### src/rtl/decoder_rr_arbiter.sv
`default_nettype none
// =============================================================================
// decoder_rr_arbiter - round-robin arbiter sharing one 3-to-8 decoder select path
// Revision 1.0
// =============================================================================
module decoder_rr_arbiter #(
    parameter int MAX_HOLD = 16,
    parameter int CNT_W    = $clog2(MAX_HOLD)
) (
    input  logic       clk,
    input  logic       rst_n,
    input  logic [7:0] req_i,
    input  logic       done_i,
    output logic       sel_a_o,
    output logic       sel_b_o,
    output logic       sel_c_o,
    output logic       gnt_valid_o,
    output logic [7:0] gnt_onehot_o,
    output logic       timeout_o
);

    localparam logic [1:0] ST_IDLE    = 2'd0;
    localparam logic [1:0] ST_GRANT   = 2'd1;
    localparam logic [1:0] ST_RELEASE = 2'd2;
    localparam logic [1:0] ST_BAD     = 2'd3;

    localparam logic [CNT_W-1:0] HOLD_LAST = CNT_W'(MAX_HOLD - 1);

    logic [1:0]       state_q, state_d;
    logic [2:0]       ptr_q, ptr_d;
    logic [2:0]       idx_q, idx_d;
    logic [CNT_W-1:0] hold_cnt_q, hold_cnt_d;
    logic [7:0]       onehot_q, onehot_d;
    logic             timeout_q, timeout_d;

    logic [2:0]       pick;
    logic             release_early;
    logic             expire;

    always_ff @(posedge clk or negedge rst_n) begin
        if (!rst_n) begin
            state_q    <= ST_IDLE;
            ptr_q      <= 3'd0;
            idx_q      <= 3'd0;
            hold_cnt_q <= '0;
            onehot_q   <= 8'h00;
            timeout_q  <= 1'b0;
        end else begin
            state_q    <= state_d;
            ptr_q      <= ptr_d;
            idx_q      <= idx_d;
            hold_cnt_q <= hold_cnt_d;
            onehot_q   <= onehot_d;
            timeout_q  <= timeout_d;
        end
    end

    // Scan downward so the lowest rotated offset from ptr is the final winner.
    always_comb begin
        pick = ptr_q;
        for (int k = 7; k >= 0; k--) begin
            if (req_i[ptr_q + 3'(k)]) begin
                pick = ptr_q + 3'(k);
            end
        end
    end

    assign release_early = done_i || !req_i[idx_q];
    assign expire        = (hold_cnt_q == HOLD_LAST);

    always_comb begin
        state_d    = state_q;
        ptr_d      = ptr_q;
        idx_d      = idx_q;
        hold_cnt_d = hold_cnt_q;
        onehot_d   = onehot_q;
        timeout_d  = 1'b0;
        case (state_q)
            ST_IDLE: begin
                if (|req_i) begin
                    state_d    = ST_GRANT;
                    idx_d      = pick;
                    hold_cnt_d = '0;
                    onehot_d   = 8'b1 << pick;
                end
            end
            ST_GRANT: begin
                if (release_early) begin
                    state_d  = ST_RELEASE;
                    onehot_d = 8'h00;
                end else if (expire) begin
                    state_d   = ST_RELEASE;
                    onehot_d  = 8'h00;
                    timeout_d = 1'b1;
                end else begin
                    hold_cnt_d = hold_cnt_q + CNT_W'(1);
                end
            end
            ST_RELEASE: begin
                state_d  = ST_IDLE;
                ptr_d    = idx_q + 3'd1;
                onehot_d = 8'h00;
            end
            default: begin
                state_d    = ST_IDLE;
                idx_d      = 3'd0;
                hold_cnt_d = '0;
                onehot_d   = 8'h00;
            end
        endcase
    end

    always_comb begin
        gnt_valid_o  = (state_q == ST_GRANT);
        gnt_onehot_o = (state_q == ST_BAD) ? 8'h00 : onehot_q;
        timeout_o    = (state_q == ST_BAD) ? 1'b0  : timeout_q;
        {sel_c_o, sel_b_o, sel_a_o} = (state_q == ST_BAD) ? 3'd0 : idx_q;
    end

endmodule
`default_nettype wire

### config.mk
export PLATFORM = sky130hd
export DESIGN_NAME = decoder_rr_arbiter
export DESIGN_NICKNAME = d
export VERILOG_FILES = /design/src/rtl/decoder_rr_arbiter.sv
export SDC_FILE = /design/constraint.sdc
export NUM_CORES = 1
export LEC_CHECK = 0
export CORE_MARGIN = 4
export CORE_UTILIZATION = 60
export CTS_CLUSTER_DIAMETER = 50
export DETAILED_ROUTE_END_ITERATION = 8
export GPL_TIMING_DRIVEN = 1
export MAX_ROUTING_LAYER = met4
export PLACE_DENSITY = 0.92
export SYNTH_ARGS = -nofsm -noshare
export SYNTH_HDL_FRONTEND = slang
export SYNTH_SLANG_ARGS = --single-unit
### constraint.sdc
create_clock -name clk -period 9.89 [get_ports clk]
set_clock_uncertainty 0.05 [all_clocks]
set_input_delay 1.4835 -clock clk [delete_from_list [all_inputs] [get_ports clk]]
set_output_delay 1.4835 -clock clk [all_outputs]
set_load 0.02 [all_outputs]
Word level (Yosys, flattened, before mapping)

Index checks and enable logic that the tools add are counted.

$add $sub $neg: 9
Order comparisons: 9
Equality and inequality tests: 8
Shifts and indexed selects: 1
Multiplexer cells: 46
Bitwise logic cells: 2
Reduce and logical (&&, ||, !) cells: 8

Operators by type and width:

| kind                | count |
|---|---|
| $lt 3x4->1 const B  | 9 |
| $mux 8              | 4 |
| $mux 3              | 10 |
| $bmux 1 s3          | 9 |
| $pmux 8 s2          | 1 |
| $mux 1              | 13 |
| $add 3x3->3 const B | 4 |
| $mux 4              | 3 |
| $pmux 4 s3          | 1 |
| $reduce_or 8->1     | 1 |
| $shl 1x3->8 const A | 1 |
| $add 3x1->3 const B | 2 |
| $add 3x2->3 const B | 2 |
| $mux 2              | 3 |
| $ne 2x2->1 const B  | 3 |
| $pmux 3 s2          | 1 |
| $add 4x1->4 const B | 1 |
| $eq 2x2->1 const B  | 2 |
| $eq 4x4->1 const B  | 1 |
| $pmux 2 s2          | 1 |
| $reduce_and 2->1    | 2 |
| $reduce_and 4->1    | 1 |
| $ne 3x1->1 const B  | 1 |
| $eq 2x1->1 const B  | 1 |
| 5 further kinds     | 6 |

Flip-flop bits (word level): 21
Input port bits: 11
Output and inout port bits: 13
Word-level logic and storage cells: 89

Logic depth before layout (Yosys ltp)

Gate-level depths: netlist of run 1.

Depth in word-level cells: 14
Depth in mapped cells: 14
Depth with buffers taken out: 9

Least setup slack after synthesis of run 1

No wires, ideal clock.

Path kind: input port to flip-flop
From: in req_i[2]
To: reg onehot_q[5]
Library setup time: 0.122 ns
Arrival time: 3.462 ns
Required time: 9.718 ns
Slack: 6.257 ns
Cell stages on the path: 8
Path buffers: 2
Cell sequence: buf_2 -> mux4_2 -> mux2i_1 -> mux2i_1 -> o311ai_0 -> or3_1 -> buf_2 -> a32o_1

Longest elaborated chain between the ends: 13
Elaborated cells between the ends (all ways): 36
Those cells by class: eq/ne: 2; shift: 1; mux: 29; reduce/logical: 4

RTL lines:

| element                      | line | source |
|---|---|---|
| start: declaration           | 12   | `input logic [7:0] req_i,` |
| $bmux 1 s3                   | 62   | `if (req_i[ptr_q + 3'(k)]) begin` |
| $mux 1 (not written as such) | 62   |  |
| $mux 3 (8 in a row)          | 62   |  |
| $shl 1x3->8                  | 84   | `onehot_d = 8'b1 << pick;` |
| $mux 8                       | 80   | `if (\|req_i) begin` |
| $pmux 8 s2                   | 78   | `case (state_q)` |
| end signal: assignment       | 53   | `onehot_q <= onehot_d;` |
| end: declaration             | 33   | `logic [7:0] onehot_q, onehot_d;` |

Several ways; a longest one is shown, not always the timed one. The select of a mux whose other input is x is not followed.
A chain may end at the register's enable or synchronous reset.

Worst setup path after layout of run 1

From: in req_i[5]
To: reg onehot_q[0]

Same word-level chain as after synthesis.

==> out/metrics.cfg, run 1 <==
[global_route]
grt_max_degree=28
grt_pass1_wl_um=9260
grt_pass1_vias=1903
grt_overflow_total=0
antenna_found_initial=0
grtUsageTotal_pct=23.5

[synthesis]
synth_nets=264
synth_commonest_cells=nor2_1, dfrtp_1, mux2i_1, nand2_1, nor2b_1
syn-instance-count=245
ys_warn_count=0
synth_area_um2=2340
synth_area_leaders=dfrtp_1, mux4_2, mux2i_1, mux2_2, mux4_1
yosys.area.top_type=dfrtp_1
synthDominantCellAreaShare_pct=22.4
async_flop_share_pct=100
synth_cell_types=53
synth.most_common_cell=nor2_1
synth_edf_count=0
ys_seq_area_share_pct=22.4
avgSynthCellArea_um2=9.56
ys_ff_latch=21
synth-main-ff-cell=dfrtp_1

[power_and_ir_drop]
p_sw_share_pct=49.4
switchingPower_uw=391
combPwrFrac_pct=73.8
power.internal_uw=400
power_frac_seq_pct=19.3
leakage_uw=0.00107
clock_power_share_pct=6.9
power.density_nw_per_um2=309
peakVddDrop_mv=0.195

[detailed_routing]
drt_iter0_drc=219
vias=2042
firstDrtPassIters=5
postRouteAntennaNets=0
wl_per_cell_um=18.3
wl_um=5500
drc=0
post_drt_via_cell_ratio=6.81

[sta]
post-route-min-period_ns=4.37
finalCritPeriodShare_pct=44.2
tightestPinTransition_ns=0.972
fmax_ghz=0.229
setup_viol=0
rsz0062_at_grt=false
maxSlewHeadroom_pct=34.8
drv_slew=0
hold_viol_final=0
fin_setup_tns_ns=0

[worst_setup_path]
critPathArrivalTime_ns=4.51
crit_type=in -> reg
crit_fanout=15
cp-start-kind=input pin
required_ns=10.02
setup.worst_path.end_class=register

[floorplanning]
die_y_um=70.5
die_w_um=70.5
core_um2=3720
initial_core_util_pct=63.0
die_area_um2=4970
io-pin-count=24
rows=22

[cts]
ctsResizeCount=0
clk_pin_slew_ns=0.07
postCtsSetupBuffers=0
cts_htree_levels=1
cts_tree=built
numCtsBuffers=3
cts_buffer_depth=2
clk_latency_ns=0.26
clockRootBuffer=clkbuf_8
holdBufCountCts=0
cts_sinks=21

[placed_design]
gp_congestion=0.901
port_buffers=23
hpwl_um=3850

[min_path]
worstHoldPathType=reg -> reg

[finish]
fillers=264
utilization_pct=68.9
fin_nets=272
diodes=0
drive_gt1_share_pct=11.9
area.growth.synth_to_final_pct=9.35

[outcome]
status=complete, no violations

[flow_run]
drv_cap=0

sequential cells by signal, summed over array words and instances (netlist names):
register,flops
hold_cnt_q,4
idx_q,3
onehot_q,8
ptr_q,3
timeout_q,1
state_q,2
critical path, cell delays in order:
cell	delay, ns
clkdlybuf4s50_1	0.67
mux4_2	0.63
mux2i_1	0.45
mux2i_1	0.28
o311ai_0	0.15
or3_1	0.49
nand2b_1	0.23
o21ai_1	0.13
final timing paths:
path                                         startpoint                      end  slack (ns)  cells after the start
worst max-delay path                           req_i[5]  onehot_q[0]$_DFFE_PN0P_        5.52                      8
worst min-delay path            onehot_q[3]$_DFFE_PN0P_  onehot_q[3]$_DFFE_PN0P_        0.43                      2
worst max register to register     ptr_q[1]$_DFFE_PN0N_  onehot_q[0]$_DFFE_PN0P_        5.52                      9
worst min register to register  onehot_q[3]$_DFFE_PN0P_  onehot_q[3]$_DFFE_PN0P_        0.43                      2
max in group asynchronous                         rst_n  onehot_q[5]$_DFFE_PN0P_        7.53                      1
min in group asynchronous                         rst_n  onehot_q[3]$_DFFE_PN0P_        1.70                      1
cell usage in the layout, fill, tap and decap left out, types with 3 or more instances in the layout:
master           Yosys  layout
mux2_2              10      10
dfrtp_1             21      21
nor2_1              22      22
a22o_1               5       5
o21ai_0              7       7
nor3_1               5       5
nand2b_1             5       5
clkbuf_8             0       3
o22ai_1              3       3
mux4_1               4       4
mux2i_1             21      21
ha_1                 8       8
xor2_1               3       3
nand4_1              3       3
nor2b_1             13      13
inv_1               10      10
clkdlybuf4s50_1      0      23
nand2_1             17      17
mux4_2              12      12
a21oi_1              6       6
a21o_1               3       3
o21ai_1              5       5
nand3_1              5       5
a22oi_1              3       3
power groups by stage:
stage,Sequential (uW),Clock [uW],Combinational (uW)
CTS,153,55.1,574
floorplan,126,0,488
global placement,153,0,550
detailed placement,154,0,569
global route,158,58.7,631
finish,153,54.3,584
layer usage:
layer	up-vias	global-route usage (%)	part of all wire (%)
met5	-	-	0
met4	0	6.81	2.0
met3	12	4.89	8.8
met2	118	37.1	49
met1	980	30.5	40
li1	932	-	-
stage by stage:
stage / instances / area (um2) / hold slack (ns) / power, uW / worst slack [ns]
CTS: 300 / 2560 / 0.430 / 782 / 5.55
finish: 300 / 2560 / 0.426 / 791 / 5.52
detailed placement: 296 / 2510 / 0.415 / 723 / 5.29
floorplan: 245 / 2340 / 0.392 / 615 / 6.26
global placement: 296 / 2510 / 0.411 / 703 / 5.42
global route: 300 / 2560 / 0.459 / 848 / 5.26
cell type report:
| class | instances | area [um2] | area share [%] |
|---|---|---|---|
| multi-input combinational | 192 | 1650 | 64.5 |
| sequential | 21 | 526 | 20.5 |
| timing repair buffer | 24 | 238 | 9.29 |
| tap | 48 | 60.1 | 2.35 |
| clock buffer | 4 | 45.0 | 1.76 |
| inverter | 11 | 41.3 | 1.61 |
cell families after synthesis:
family	synth area share (%)
AND/OR/NAND/NOR	17.6
XOR/XNOR	1.87
buffers and inverters	7.05
multiplexers	30.8
AO/OA/AOI/OAI	16.0
flip-flops	22.4
adder cells (fa/ha/maj)	4.28
Power figures use the tool's default switching activity.
==> inputs of run 2 (changes only) <==
Settings changed: CORE_UTILIZATION 60 to 52, PLACE_DENSITY 0.92 to 0.85.
Clock period 9.89 ns to 3.8 ns, I/O delays scaled along.
==> out/metrics.cfg, run 2 (synthesis gave the netlist of run 1 again) <==
[outcome]
status=complete, no violations

[flow_run]
drv_cap=0

[power_and_ir_drop]
leakage_uw=0.00112
peakVddDrop_mv=0.445
power.density_nw_per_um2=798

[cts]
numCtsBuffers=3
clk_pin_slew_ns=0.08
cts_sinks=21
cts_htree_levels=1
clockRootBuffer=clkbuf_8
holdBufCountCts=0
postCtsSetupBuffers=0
cts_buffer_depth=2
clk_latency_ns=0.26
cts_tree=built
ctsResizeCount=0

[floorplanning]
die_w_um=75.1
core_um2=4350
io-pin-count=24
die_area_um2=5640
rows=24
initial_core_util_pct=53.8
die_y_um=75.1

[placed_design]
port_buffers=23
gp_congestion=0.968
hpwl_um=4050
dp.cells=309

[sta]
tightestPinTransition_ns=0.894
rsz0062_at_grt=false
finalCritPeriodShare_pct=89.0
post-route-min-period_ns=3.38
drv_slew=0
fmax_ghz=0.296
setup_viol=0
fin_setup_tns_ns=0
hold_viol_final=0
maxSlewHeadroom_pct=40.2

[global_route]
grt_max_degree=27
grtUsageTotal_pct=21.9
busiest_layer=met2
grt_util_met1_pct=28.1
grt_pass1_wl_um=9250
antenna_found_initial=0
grt_pass1_vias=1930
met3_usage_pct=3.34
use_met2_pct=36.9
grt_overflow_total=0

[finish]
diodes=0
drive_gt1_share_pct=15.3
top_regs=onehot_q (8), hold_cnt_q (4)
largest_register_ffs=8
fillers=338
area.growth.synth_to_final_pct=12.5
top_register=onehot_q
mostFrequentLayoutCells=clkdlybuf4s50_1, nor2_1, mux2i_1, dfrtp_1, nand2_1
layout_commonest_cell=clkdlybuf4s50_1
fin_nets=281
final_cells=313

[worst_setup_path]
crit_type=reg -> reg
required_ns=3.94
critPathSlowestCell=ha_1
slowest_delay_ns=0.70
setup.worst_path.end_class=register
cp-start-kind=register
crit_chain=inv_2 -> ha_1 -> buf_4 -> mux2i_1 -> mux4_2 -> a21boi_1 -> o2111a_1 -> or3_1 -> nand2b_1 -> o21ai_1
crit_fanout=17
critPathArrivalTime_ns=3.52

[detailed_routing]
drt_iter0_drc=187
post_drt_via_cell_ratio=6.48
wl_per_cell_um=17.7
wl_um=5550
vias=2027
firstDrtPassIters=4
postRouteAntennaNets=0
drc=0

[min_path]
worstHoldPathType=reg -> reg

==> run 2: cell count changes in the layout (fill, tap and decap cells not counted) <==
| cell | delta |
|---|---|
| clkbuf_1 | -1 |
| clkinv_2 | +1 |
| buf_4 | +9 |
==> run 2: through the flow <==
stage	utilization, %	instance area (um2)	worst slack, ns	power [uW]	hold WS [ns]
finish	60.5	2630	0.419	2100	0.438
global route	60.5	2630	0.260	2270	0.473
CTS	60.5	2630	0.411	2090	0.444
detailed placement	59.4	2590	0.406	1930	0.427
global placement	59.4	2590	0.453	1900	0.409
floorplan	-	2340	0.458	1600	0.224
==> run 2: where the power goes <==
part           internal [uW]  switching [uW]  leakage, uW
registers                287            90.1     0.000278
logic                    719             859     0.000816
clock network           73.1            74.7    0.0000255
total                   1080            1020      0.00112
==> run 2: layout make-up <==
type                    count  area, um2  area share, %
flip-flops and latches     21        526           20.0
clock buffers               3       41.3           1.57
well taps                  52       65.1           2.47
clock inverters             1       5.00          0.190
inverters                  11       41.3           1.57
multi-input cells         192       1650           62.7
repair buffers             33        305           11.6
==> run 2: critical path, delay by kind of cell, from the launching register on <==
family / cells / cell delay [ns]
and+or+nand+nor: 2 / 0.72
adders and majority gates: 1 / 0.70
muxes: 2 / 0.59
AOI/OAI and AO/OA: 3 / 0.53
DFF: 1 / 0.36
buffers and inverters: 2 / 0.36
==> run 2: metal layers <==
| metal | up-vias | routed length [um] | share of wire, % |
|---|---|---|---|
| met1 | 985 | 2350 | 42 |
| met3 | 8 | 242 | 4.4 |
| met2 | 74 | 2880 | 52 |
| li1 | 960 | - | - |
| met4 | 0 | 84 | 1.5 |
| met5 | - | 0 | 0 |
==> run 2: path summary, 6_finish.rpt <==
path                                         startpoint                       to  slack (ns)  depth (start not counted)
worst max-delay path               ptr_q[0]$_DFFE_PN0N_  onehot_q[0]$_DFFE_PN0P_        0.42                         10
worst min-delay path            onehot_q[3]$_DFFE_PN0P_  onehot_q[3]$_DFFE_PN0P_        0.44                          2
worst max register to register     ptr_q[0]$_DFFE_PN0N_  onehot_q[0]$_DFFE_PN0P_        0.42                         10
worst min register to register  onehot_q[3]$_DFFE_PN0P_  onehot_q[3]$_DFFE_PN0P_        0.44                          2
max in group asynchronous                         rst_n     ptr_q[2]$_DFFE_PN0N_        2.40                          1
min in group asynchronous                         rst_n  onehot_q[3]$_DFFE_PN0P_        0.76                          1
==> inputs of run 3 (changes only) <==
Settings changed: GPL_ROUTABILITY_DRIVEN set to 1, SKIP_LAST_GASP set to 1.
==> results of run 3 <==
No change in the layout: final DEF, timing and power equal those of run 2.
